**config.mk**
```make
export PLATFORM = sky130hd
export DESIGN_NAME = axilite_master_queued
export DESIGN_NICKNAME = d
export VERILOG_FILES = /design/src/rtl/axilite_master_queued.sv
export SDC_FILE = /design/constraint.sdc
export NUM_CORES = 1
export LEC_CHECK = 0
export ABC_CLOCK_PERIOD_IN_PS = 4600
export CELL_PAD_IN_SITES_DETAIL_PLACEMENT = 2
export CELL_PAD_IN_SITES_GLOBAL_PLACEMENT = 2
export CORE_MARGIN = 10
export CORE_UTILIZATION = 39
export DETAILED_ROUTE_END_ITERATION = 8
export PLACE_DENSITY = 0.8
export SYNTH_ARGS = -nofsm -noshare
export SYNTH_HDL_FRONTEND = slang
export SYNTH_SLANG_ARGS = --single-unit
```
**constraint.sdc**
```tcl
create_clock -name aclk -period 4.6 [get_ports aclk]
set_input_delay 1.38 -clock aclk [delete_from_list [all_inputs] [get_ports aclk]]
set_output_delay 1.38 -clock aclk [all_outputs]
set_load 0.05 [all_outputs]
```
**src/rtl/axilite_master_queued.sv**
```systemverilog
// axilite_master_queued: AXI4-Lite master fed by a DEPTH-entry command FIFO.
// Commands issue in order with one transaction outstanding; each completion
// returns a single-cycle registered response pulse.
// Optional watchdog: define AXIL_MASTER_TIMEOUT_EN to abort a transaction after
// TIMEOUT_CYCLES non-idle cycles and report it with rsp_timeout.
//
// state    | meaning
// IDLE     | nothing outstanding; pops the FIFO head when one is available
// WR_AW_W  | write address and data offered, each held until its own handshake
// WR_RESP  | bready high, waiting for the write response
// RD_AR    | read address offered until accepted
// RD_RESP  | rready high, waiting for read data
module axilite_master_queued #(
   parameter int ADDR_W         = 32,
   parameter int DATA_W         = 64,
   parameter int DEPTH          = 4,
   parameter int TIMEOUT_CYCLES = 1024
) (
   input  logic                       aclk,
   input  logic                       aresetn,
   output logic [ADDR_W-1:0]          m_axi_awaddr,
   output logic [2:0]                 m_axi_awprot,
   output logic                       m_axi_awvalid,
   input  logic                       m_axi_awready,
   output logic [DATA_W-1:0]          m_axi_wdata,
   output logic [DATA_W/8-1:0]        m_axi_wstrb,
   output logic                       m_axi_wvalid,
   input  logic                       m_axi_wready,
   input  logic [1:0]                 m_axi_bresp,
   input  logic                       m_axi_bvalid,
   output logic                       m_axi_bready,
   output logic [ADDR_W-1:0]          m_axi_araddr,
   output logic [2:0]                 m_axi_arprot,
   output logic                       m_axi_arvalid,
   input  logic                       m_axi_arready,
   input  logic [DATA_W-1:0]          m_axi_rdata,
   input  logic [1:0]                 m_axi_rresp,
   input  logic                       m_axi_rvalid,
   output logic                       m_axi_rready,
   input  logic                       cmd_valid,
   output logic                       cmd_ready,
   input  logic                       cmd_w_r,
   input  logic [ADDR_W-1:0]          cmd_addr,
   input  logic [DATA_W-1:0]          cmd_data,
   input  logic [DATA_W/8-1:0]        cmd_strb,
   output logic                       rsp_valid,
   output logic                       rsp_w_r,
   output logic [DATA_W-1:0]          rsp_data,
   output logic [1:0]                 rsp_status,
   output logic                       rsp_timeout,
   output logic [$clog2(DEPTH):0]     queue_level,
   output logic                       busy
);
   localparam int PW = $clog2(DEPTH);
   localparam int LW = PW + 1;
   localparam int SW = DATA_W / 8;

   typedef enum logic [2:0] {
      ST_IDLE, ST_WR_AW_W, ST_WR_RESP, ST_RD_AR, ST_RD_RESP
   } state_t;

   state_t              state;
   logic                mem_w_r [DEPTH];
   logic [ADDR_W-1:0]   mem_addr [DEPTH];
   logic [DATA_W-1:0]   mem_data [DEPTH];
   logic [SW-1:0]       mem_strb [DEPTH];
   logic [PW-1:0]       wr_ptr;
   logic [PW-1:0]       rd_ptr;
   logic                push, pop, fifo_nempty;
   logic                b_hs, r_hs, aw_done, w_done;

   assign m_axi_awprot = 3'b000;
   assign m_axi_arprot = 3'b000;
   assign cmd_ready    = (queue_level != LW'(DEPTH));
   assign fifo_nempty  = (queue_level != '0);
   assign push         = cmd_valid && cmd_ready;
   // bready/rready are high for the whole of their response states
   assign b_hs         = (state == ST_WR_RESP) && m_axi_bvalid;
   assign r_hs         = (state == ST_RD_RESP) && m_axi_rvalid;
   // completion edges also issue the next command (back-to-back)
   assign pop          = fifo_nempty && ((state == ST_IDLE) || b_hs || r_hs);
   assign aw_done      = !m_axi_awvalid || m_axi_awready;
   assign w_done       = !m_axi_wvalid || m_axi_wready;
   assign busy         = (state != ST_IDLE) || fifo_nempty;

`ifdef AXIL_MASTER_TIMEOUT_EN
   localparam int TW = $clog2(TIMEOUT_CYCLES + 1);
   logic [TW-1:0] tmo_cnt;
   logic          hs_any, abort;

   assign hs_any = (m_axi_awvalid && m_axi_awready) || (m_axi_wvalid && m_axi_wready) ||
                   (m_axi_arvalid && m_axi_arready) || b_hs || r_hs;
   // a handshake on the terminal cycle takes precedence over the abort
   assign abort  = (state != ST_IDLE) && (tmo_cnt == '0) && !hs_any;

   // watchdog down-counter, reloaded whenever a command issues
   always_ff @(posedge aclk or negedge aresetn) begin
      if (!aresetn)
         tmo_cnt <= '0;
      else if (pop)
         tmo_cnt <= TW'(TIMEOUT_CYCLES - 1);
      else if ((state != ST_IDLE) && (tmo_cnt != '0))
         tmo_cnt <= tmo_cnt - 1'b1;
   end
`else
   // no watchdog: the limit parameter has no effect
   assign rsp_timeout = 1'b0 & (TIMEOUT_CYCLES != 0);
`endif

   // command storage; entries are only read after being written
   always_ff @(posedge aclk) begin
      if (push) begin
         mem_w_r[wr_ptr]  <= cmd_w_r;
         mem_addr[wr_ptr] <= cmd_addr;
         mem_data[wr_ptr] <= cmd_data;
         mem_strb[wr_ptr] <= cmd_strb;
      end
   end

   // FIFO pointers and occupancy
   always_ff @(posedge aclk or negedge aresetn) begin
      if (!aresetn) begin
         wr_ptr      <= '0;
         rd_ptr      <= '0;
         queue_level <= '0;
      end else begin
         if (push) wr_ptr <= wr_ptr + 1'b1;
         if (pop)  rd_ptr <= rd_ptr + 1'b1;
         if (push && !pop)
            queue_level <= queue_level + 1'b1;
         else if (!push && pop)
            queue_level <= queue_level - 1'b1;
      end
   end

   // transaction FSM with registered AXI and response outputs
   always_ff @(posedge aclk or negedge aresetn) begin
      if (!aresetn) begin
         state         <= ST_IDLE;
         m_axi_awaddr  <= '0;
         m_axi_awvalid <= 1'b0;
         m_axi_wdata   <= '0;
         m_axi_wstrb   <= '0;
         m_axi_wvalid  <= 1'b0;
         m_axi_bready  <= 1'b0;
         m_axi_araddr  <= '0;
         m_axi_arvalid <= 1'b0;
         m_axi_rready  <= 1'b0;
         rsp_valid     <= 1'b0;
         rsp_w_r       <= 1'b0;
         rsp_data      <= '0;
         rsp_status    <= 2'b00;
`ifdef AXIL_MASTER_TIMEOUT_EN
         rsp_timeout   <= 1'b0;
`endif
      end else begin
         rsp_valid <= 1'b0;
         case (state)
            ST_WR_AW_W: begin
               if (m_axi_awvalid && m_axi_awready) begin
                  m_axi_awvalid <= 1'b0;
                  m_axi_awaddr  <= '0;
               end
               if (m_axi_wvalid && m_axi_wready) begin
                  m_axi_wvalid <= 1'b0;
                  m_axi_wdata  <= '0;
                  m_axi_wstrb  <= '0;
               end
               if (aw_done && w_done) begin
                  state        <= ST_WR_RESP;
                  m_axi_bready <= 1'b1;
               end
            end
            ST_WR_RESP: begin
               if (m_axi_bvalid) begin
                  state        <= ST_IDLE;
                  m_axi_bready <= 1'b0;
                  rsp_valid    <= 1'b1;
                  rsp_w_r      <= 1'b0;
                  rsp_data     <= '0;
                  rsp_status   <= m_axi_bresp;
`ifdef AXIL_MASTER_TIMEOUT_EN
                  rsp_timeout  <= 1'b0;
`endif
               end
            end
            ST_RD_AR: begin
               if (m_axi_arready) begin
                  state         <= ST_RD_RESP;
                  m_axi_arvalid <= 1'b0;
                  m_axi_araddr  <= '0;
                  m_axi_rready  <= 1'b1;
               end
            end
            ST_RD_RESP: begin
               if (m_axi_rvalid) begin
                  state        <= ST_IDLE;
                  m_axi_rready <= 1'b0;
                  rsp_valid    <= 1'b1;
                  rsp_w_r      <= 1'b1;
                  rsp_data     <= m_axi_rdata;
                  rsp_status   <= m_axi_rresp;
`ifdef AXIL_MASTER_TIMEOUT_EN
                  rsp_timeout  <= 1'b0;
`endif
               end
            end
            default: ;
         endcase
`ifdef AXIL_MASTER_TIMEOUT_EN
         if (abort) begin
            state         <= ST_IDLE;
            m_axi_awvalid <= 1'b0;
            m_axi_awaddr  <= '0;
            m_axi_wvalid  <= 1'b0;
            m_axi_wdata   <= '0;
            m_axi_wstrb   <= '0;
            m_axi_bready  <= 1'b0;
            m_axi_arvalid <= 1'b0;
            m_axi_araddr  <= '0;
            m_axi_rready  <= 1'b0;
            rsp_valid     <= 1'b1;
            rsp_w_r       <= (state == ST_RD_AR) || (state == ST_RD_RESP);
            rsp_data      <= '0;
            rsp_status    <= 2'b10;
            rsp_timeout   <= 1'b1;
         end
`endif
         if (pop) begin
            if (mem_w_r[rd_ptr]) begin
               state         <= ST_RD_AR;
               m_axi_arvalid <= 1'b1;
               m_axi_araddr  <= mem_addr[rd_ptr];
            end else begin
               state         <= ST_WR_AW_W;
               m_axi_awvalid <= 1'b1;
               m_axi_awaddr  <= mem_addr[rd_ptr];
               m_axi_wvalid  <= 1'b1;
               m_axi_wdata   <= mem_data[rd_ptr];
               m_axi_wstrb   <= mem_strb[rd_ptr];
            end
         end
      end
   end

endmodule

```
==> results of run 1 <==
==> worst max-delay path: cells and delay by family, from the launching register on <==
family / cells / cell delay, ns
buffers and inverters: 1 / 0.89
DFF: 1 / 0.46
and+or+nand+nor: 2 / 0.73
==> sequential cells by signal, summed over array words and instances (netlist names), 3 cells and up <==
signal	flops
m_axi_araddr	32
m_axi_awaddr	32
m_axi_wdata	64
m_axi_wstrb	8
mem_addr	128
mem_data	256
mem_strb	32
mem_w_r	4
queue_level	3
rsp_data	64
state	3
==> final timing paths <==
kind | startpoint | endpoint | slack [ns] | cells past startpoint
max | queue_level[0]$_DFFE_PN0P_ | busy | 0.56 | 3
min | rsp_data[44]$_DFFE_PN0P_ | rsp_data[44]$_DFFE_PN0P_ | 0.51 | 1
max reg2reg | rd_ptr[0]$_DFFE_PN0P_ | m_axi_wdata[27]$_DFF_PN0_ | 1.54 | 4
min reg2reg | rsp_data[44]$_DFFE_PN0P_ | rsp_data[44]$_DFFE_PN0P_ | 0.51 | 1
max in group asynchronous | aresetn | rd_ptr[1]$_DFFE_PN0P_ | 2.70 | 2
min in group asynchronous | aresetn | m_axi_arvalid$_DFF_PN0_ | 0.82 | 1
==> cell families (layout without fill, tap and decap cells) <==
group                      after synthesis  in the layout
buffers and inverters                  166            627
other                                    1             10
AOI/OAI and AO/OA                      113            113
and+or+nand+nor                        207            207
xor gates and xnor gates                 6              6
muxes                                  277            277
adders and majority gates                6              6
DFF                                    639            639
==> cell usage after synthesis <==
master and instances:
o22ai_1 1, inv_1 81, nand4_1 1, dfrtp_1 219
edfxtp_1 420, buf_1 3, buf_6 2, and2_0 1
and3_1 6, buf_8 3, buf_4 14, buf_2 24
a211o_1 1, clkbuf_1 39, conb_1 1, nor3_1 1
fa_1 1, or2_2 1, ha_1 5, xor2_1 2
nand3b_1 2, nor2b_1 2, mux2i_1 170, o21ai_0 40
a2111oi_0 2, mux2_2 34, a22o_1 64, a21oi_1 1
a21o_1 4, xnor2_1 4, nor3b_2 1, nand2_1 181
nand3_1 5, nor2_1 5, mux4_2 73, nor3b_1 1
==> routing by layer <==
layer	part of all wire [%]	vias up	wire, um
li1	-	6048	-
met1	40	7476	29700
met2	52	403	39100
met3	5.5	143	4170
met4	2.6	20	1980
met5	0.16	-	123
==> stage by stage <==
stage	instance area, um2	power, mW	std cells
after detailed placement	29300	8.74	2590
after global routing	31700	15.0	2722
after floorplan	24400	8.00	1421
after CTS	31700	14.6	2719
final	31700	14.4	2722
after global placement	29300	8.59	2590
==> final cells by class <==
class                      instances  area [um2]  share of cell area (%)
clock inverter                    27         292                   0.920
antenna                            3        7.51                  0.0237
tap                              837        1050                    3.30
clock buffer                     102        2110                    6.65
sequential                       639       18100                    57.1
inverter                          81         304                   0.959
multi-input combinational        616        5600                    17.7
timing repair buffer             417        4250                    13.4
==> power breakdown <==
part           switching, mW  internal (mW)
sequential             0.208           7.01
clock                   2.40           3.39
combinational          0.923          0.464
total                   3.53           10.9
==> summary.txt, run 1 <==
Run status
  – Outcome: completed

Logic synthesis
  – Compound-Gate Fraction of Synth Area: under 10%
  – XOR/XNOR Fraction of Synth Area: less than 1%
  – Netlist cell types: 36
  – Top cell type's share of synthesized area: 51.7%
  – Post-Synthesis Cells: roughly 1400
  – Area contributors post-synth: edfxtp_1 (52%), dfrtp_1 (22%), mux2i_1 (7.0%), mux4_2 (6.7%), nand2_1 (2.8%)
  – Synthesis warning total: 0
  – Cell area after synthesis: around 0.024 mm2
  – Post-synthesis simple-gate area fraction: under 10%
  – Largest family of logic cells by synthesized area: multiplexers
  – Mux contribution to synthesized area: 15.3%
  – Syn Area/Cell: approximately 17 um2
  – Post-synthesis adder-cell area fraction: 0.339%
  – Synth area leader: edfxtp_1
  – Seq/Total Area, Yosys: 74.2%
  – Seq cells post-synth: between 600 and 700

Floorplanning
  – Core Box Area: 0.0618 mm2
  – Die H: 270 um
  – Io pins: roughly 400
  – Initial core utilization: around two fifths
  – Die ar.: approximately 0.073 mm2
  – Row count: about 90
  – Die Wd: ~270 um

Place
  – Place WS: ~0.73 ns
  – GPL Wtd Cong: around 0.8
  – HPWL Detailed: between 40 and 50 mm
  – PortBufs: 394

Pwr
  – Worst VDD drop: between 0.3 and 0.4 mV
  – LEAKAGE: 11.9 nW
  – Pwr dens: approximately 450 mW/mm2

Worst hold path
  – Tightest Hold Check Type: reg2reg

Finish
  – Commonest cells after routing, fill and taps aside: edfxtp_1 (420), clkdlybuf4s50_1 (393), dfrtp_1 (217), nand2_1 (181), mux2i_1 (170)
  – Layout Nets: approximately 2000
  – Most common cell after layout, fill and taps aside: edfxtp_1
  – Fin util: between 50% and 60%
  – # fillers: roughly 5500
  – Area Growth Syn to Fin: 30.1%
  – Share of post-route cells with drive strength above 1: a little over an eighth

Setup path
  – Worst path arrival time: 2.66 ns
  – Crit-path max cell delay: about 0.9 ns
  – Critical path class: reg2out
  – Cell Chain, Critical Path: nor3_1 -> nand3_1 -> clkdlybuf4s50_1
  – CP startpoint kind: flip-flop
  – CP max stage cell: clkdlybuf4s50_1
  – Maximum fanout along the worst path: 5
  – Crit end category: output pin
  – WP data required: between 3 and 4 ns

STA
  – Setup tns final: 0 ns
  – Final WS setup: between 0.5 and 0.6 ns
  – Final setup skew: between 0.03 and 0.04 ns
  – Final hold violations: 0
  – Worst-margin pin slew: 1.10 ns
  – Worst relative slew slack: approximately a quarter
  – Max Slew Vio Count: 0
  – Hold Worst Slack: 0.509 ns
  – RSZ-0062 raised after global routing: false
  – Period utilization: 87.8%
  – Min cycle time layout: between 4 and 5 ns
  – Final setup fails: 0
  – FMAX: 0.248 GHz

Clock network
  – TritonCTS clock tree: done
  – Post-CTS Hold Fix Bufs: 0
  – Cts bufs inserted: just over 70
  – Clock sink count: ~640
  – Longest Clk Path Bufs: 3
  – Post-CTS Setup Bufs: 0
  – H-tree depth: 3
  – CTS Root Cell: clkbuf_16
  – Clk slew on worst S/H paths: ~0.06 ns
  – Clk Latency, worst-skew pair: 0.62 ns
  – CTS resizes: 0

Global routing
  – Vias in the first global route: between 15000 and 20000
  – Total track usage: ~20%
  – Busiest grt layer: met2
  – Grt met2 use: 36.0%
  – Met3 Track Usage GR: 5.16%
  – First-pass GRT wire length: about 110 mm
  – Initial antenna violation count: 13
  – Largest net degree at the start of global routing: approximately 140
  – Met1 usage: ~24%
  – Gr ovfl total: 0

Routing
  – DR vias: between 10000 and 15000
  – Routed len/inst: 27.6 um
  – DRC: 0
  – Pre-Repair DR Iteration Count: 5
  – DR iter-0 viols: a little over 1000
  – ANT nets after route: 0
  – DR vias/cell: around 5.2
  – Final wirelength: 75.1 mm

Run
  – Max-Cap Viols: 0
(Power assumes the default switching activity.)
==> run 2, diff against run 1 <==
--- a/config.mk
+++ b/config.mk
@@ -10,7 +10,9 @@
 export CELL_PAD_IN_SITES_GLOBAL_PLACEMENT = 2
 export CORE_MARGIN = 10
 export CORE_UTILIZATION = 39
+export CTS_CLUSTER_SIZE = 8
 export DETAILED_ROUTE_END_ITERATION = 8
+export HOLD_SLACK_MARGIN = 0.1
 export PLACE_DENSITY = 0.8
 export SYNTH_ARGS = -nofsm -noshare
 export SYNTH_HDL_FRONTEND = slang
==> summary.txt, run 2 (synthesis results as in run 1) <==
Worst hold path
  – Tightest Hold Check Type: reg2reg

Routing
  – DR iter-0 viols: 919 (-9.6%)
  – DR vias: 14200 (+0.85%)
  – Routed len/inst: 27.6 um (about the same)
  – Final wirelength: 75.9 mm (+1.1%)
  – DRC: 0 (unchanged)
  – Pre-Repair DR Iteration Count: 5 (unchanged)
  – DR vias/cell: 5.17 (-0.18%)
  – ANT nets after route: 0 (unchanged)

STA
  – Worst-margin pin slew: 1.12 ns (+0.0228 ns)
  – Final hold violations: 0 (unchanged)
  – Worst relative slew slack: 25.1% (-1.5 points)
  – Max Slew Vio Count: 0 (unchanged)
  – Min cycle time layout: 3.90 ns (-0.134 ns)
  – Period utilization: 84.9% (-2.9 points)
  – Final WS setup: 0.696 ns (+0.134 ns)
  – Final setup fails: 0 (unchanged)
  – RSZ-0062 raised after global routing: false
  – FMAX: 0.256 GHz (+3.4%)
  – Setup tns final: 0 ns (unchanged)
  – Final setup skew: 0.0333 ns (-0.00167 ns)

Global routing
  – First-pass GRT wire length: 114 mm (+0.84%)
  – Vias in the first global route: 16700 (+1.6%)
  – Initial antenna violation count: 14 (+1)
  – Total track usage: 20.6% (+0.20 points)
  – Gr ovfl total: 0 (unchanged)
  – Largest net degree at the start of global routing: 138 (unchanged)

Place
  – Place WS: 0.733 ns (unchanged)
  – HPWL Detailed: 46.0 mm (unchanged)
  – PortBufs: 394 (unchanged)
  – DP Cell Count: 2590 (unchanged)
  – GPL Wtd Cong: 0.784 (unchanged)

Finish
  – Max FFs per register: 256 (unchanged)
  – Area Growth Syn to Fin: 30.9%
  – Non-Filler Instances: 2750 (+1.0%)
  – # fillers: 5536 (+0.53%)
  – Layout Nets: 2032 (+0.94%)
  – Most common cell after layout, fill and taps aside: edfxtp_1
  – Largest Register: mem_data
  – Commonest cells after routing, fill and taps aside: edfxtp_1 (420), clkdlybuf4s50_1 (393), dfrtp_1 (217), nand2_1 (181), mux2i_1 (170)
  – Fin util: 51.6% (+0.33 points)
  – Share of post-route cells with drive strength above 1: 12.6% (-0.82 points)
  – Biggest regs: mem_data (256), mem_addr (128)

Run status
  – Outcome: completed

Pwr
  – Worst VDD drop: 0.367 mV (-0.41%)
  – Pwr dens: 463 mW/mm2 (+2.0%)
  – LEAKAGE: 12.0 nW (+0.61%)

Setup path
  – WP data required: 3.22 ns (about the same)
  – CP startpoint kind: flip-flop
  – Worst path arrival time: 2.52 ns (-0.14 ns)
  – Maximum fanout along the worst path: 5 (unchanged)
  – Critical path class: reg2out
  – FF-to-FF setup slack: 1.59 ns (+0.05 ns)
  – Crit end category: output pin

Clock network
  – Longest Clk Path Bufs: 3 (unchanged)
  – CTS Root Cell: clkbuf_16
  – H-tree depth: 3 (unchanged)
  – Cts bufs inserted: 90 (+27%)
  – Clk slew on worst S/H paths: 0.06 ns (about the same)
  – CTS resizes: 0 (unchanged)
  – Clk Latency, worst-skew pair: 0.63 ns (about the same)
  – Post-CTS Setup Bufs: 0 (unchanged)
  – TritonCTS clock tree: done
  – Post-CTS Hold Fix Bufs: 0 (unchanged)
  – Clock sink count: 639 (unchanged)

Floorplanning
  – Die Wd: 270 um (unchanged)
  – Io pins: 402 (unchanged)
  – Die H: 270 um (unchanged)
  – Core Box Area: 0.0618 mm2 (unchanged)
  – Die ar.: 0.0729 mm2 (unchanged)
  – Row count: 91 (unchanged)
  – Initial core utilization: 39.4% (unchanged)

Run
  – Max-Cap Viols: 0 (unchanged)
-- run 2: cell count changes in the layout (fill, tap and decap cells not counted), sizes merged --
cell and change:
clkinvlp -4, clkbuf +48, clkinv -15, inv +2, bufinv -3
-- run 2: per-layer routing --
metal | track usage [%] | vias to the layer above | part of all wire (%)
li1 | - | 6084 | -
met1 | 24.3 | 7559 | 40
met2 | 36.6 | 419 | 52
met3 | 5.44 | 126 | 5.8
met4 | 5.68 | 22 | 2.2
met5 | 0 | - | 0.16
-- run 2: worst paths after layout --
path,from,cells past startpoint,to
worst max-delay path,queue_level[0]$_DFFE_PN0P_,3,busy
worst min-delay path,rsp_w_r$_DFFE_PN0P_,1,rsp_w_r$_DFFE_PN0P_
worst max register to register,rd_ptr[0]$_DFFE_PN0P_,4,m_axi_awaddr[10]$_DFF_PN0_
worst min register to register,rsp_w_r$_DFFE_PN0P_,1,rsp_w_r$_DFFE_PN0P_
max in group asynchronous,aresetn,2,rd_ptr[1]$_DFFE_PN0P_
min in group asynchronous,aresetn,1,rsp_data[4]$_DFFE_PN0P_
-- run 2: metrics by stage --
stage | cell area, um2 | hold WS, ns | power (mW)
2_1_floorplan | 24400 | 0.534 | 8.00
3_3_place_gp | 29300 | 0.463 | 8.59
3_5_place_dp | 29300 | 0.470 | 8.74
4_1_cts | 31900 | 0.506 | 15.0
5_1_grt | 31900 | 0.525 | 15.4
6_report | 31900 | 0.504 | 14.8
-- run 2: where the power goes --
group / switching (mW) / internal [mW]
combinational: 0.928 / 0.465
sequential: 0.213 / 7.02
clock: 2.50 / 3.66
total: 3.64 / 11.1
-- run 2: worst max-delay path: stages (launching register included) --
cell and delay, ns:
dfrtp_1 0.46, nor3_1 0.45, nand3_1 0.14, clkdlybuf4s50_1 0.83
-- run 2: cell type report --
type	instances	area, um2	share of cell area (%)
inverters	81	304	0.953
clock inverters	7	130	0.408
clock buffers	150	2480	7.76
well taps	837	1050	3.28
diodes	3	7.51	0.0235
multi-input cells	616	5600	17.5
repair buffers	417	4250	13.3
flip-flops and latches	639	18100	56.7
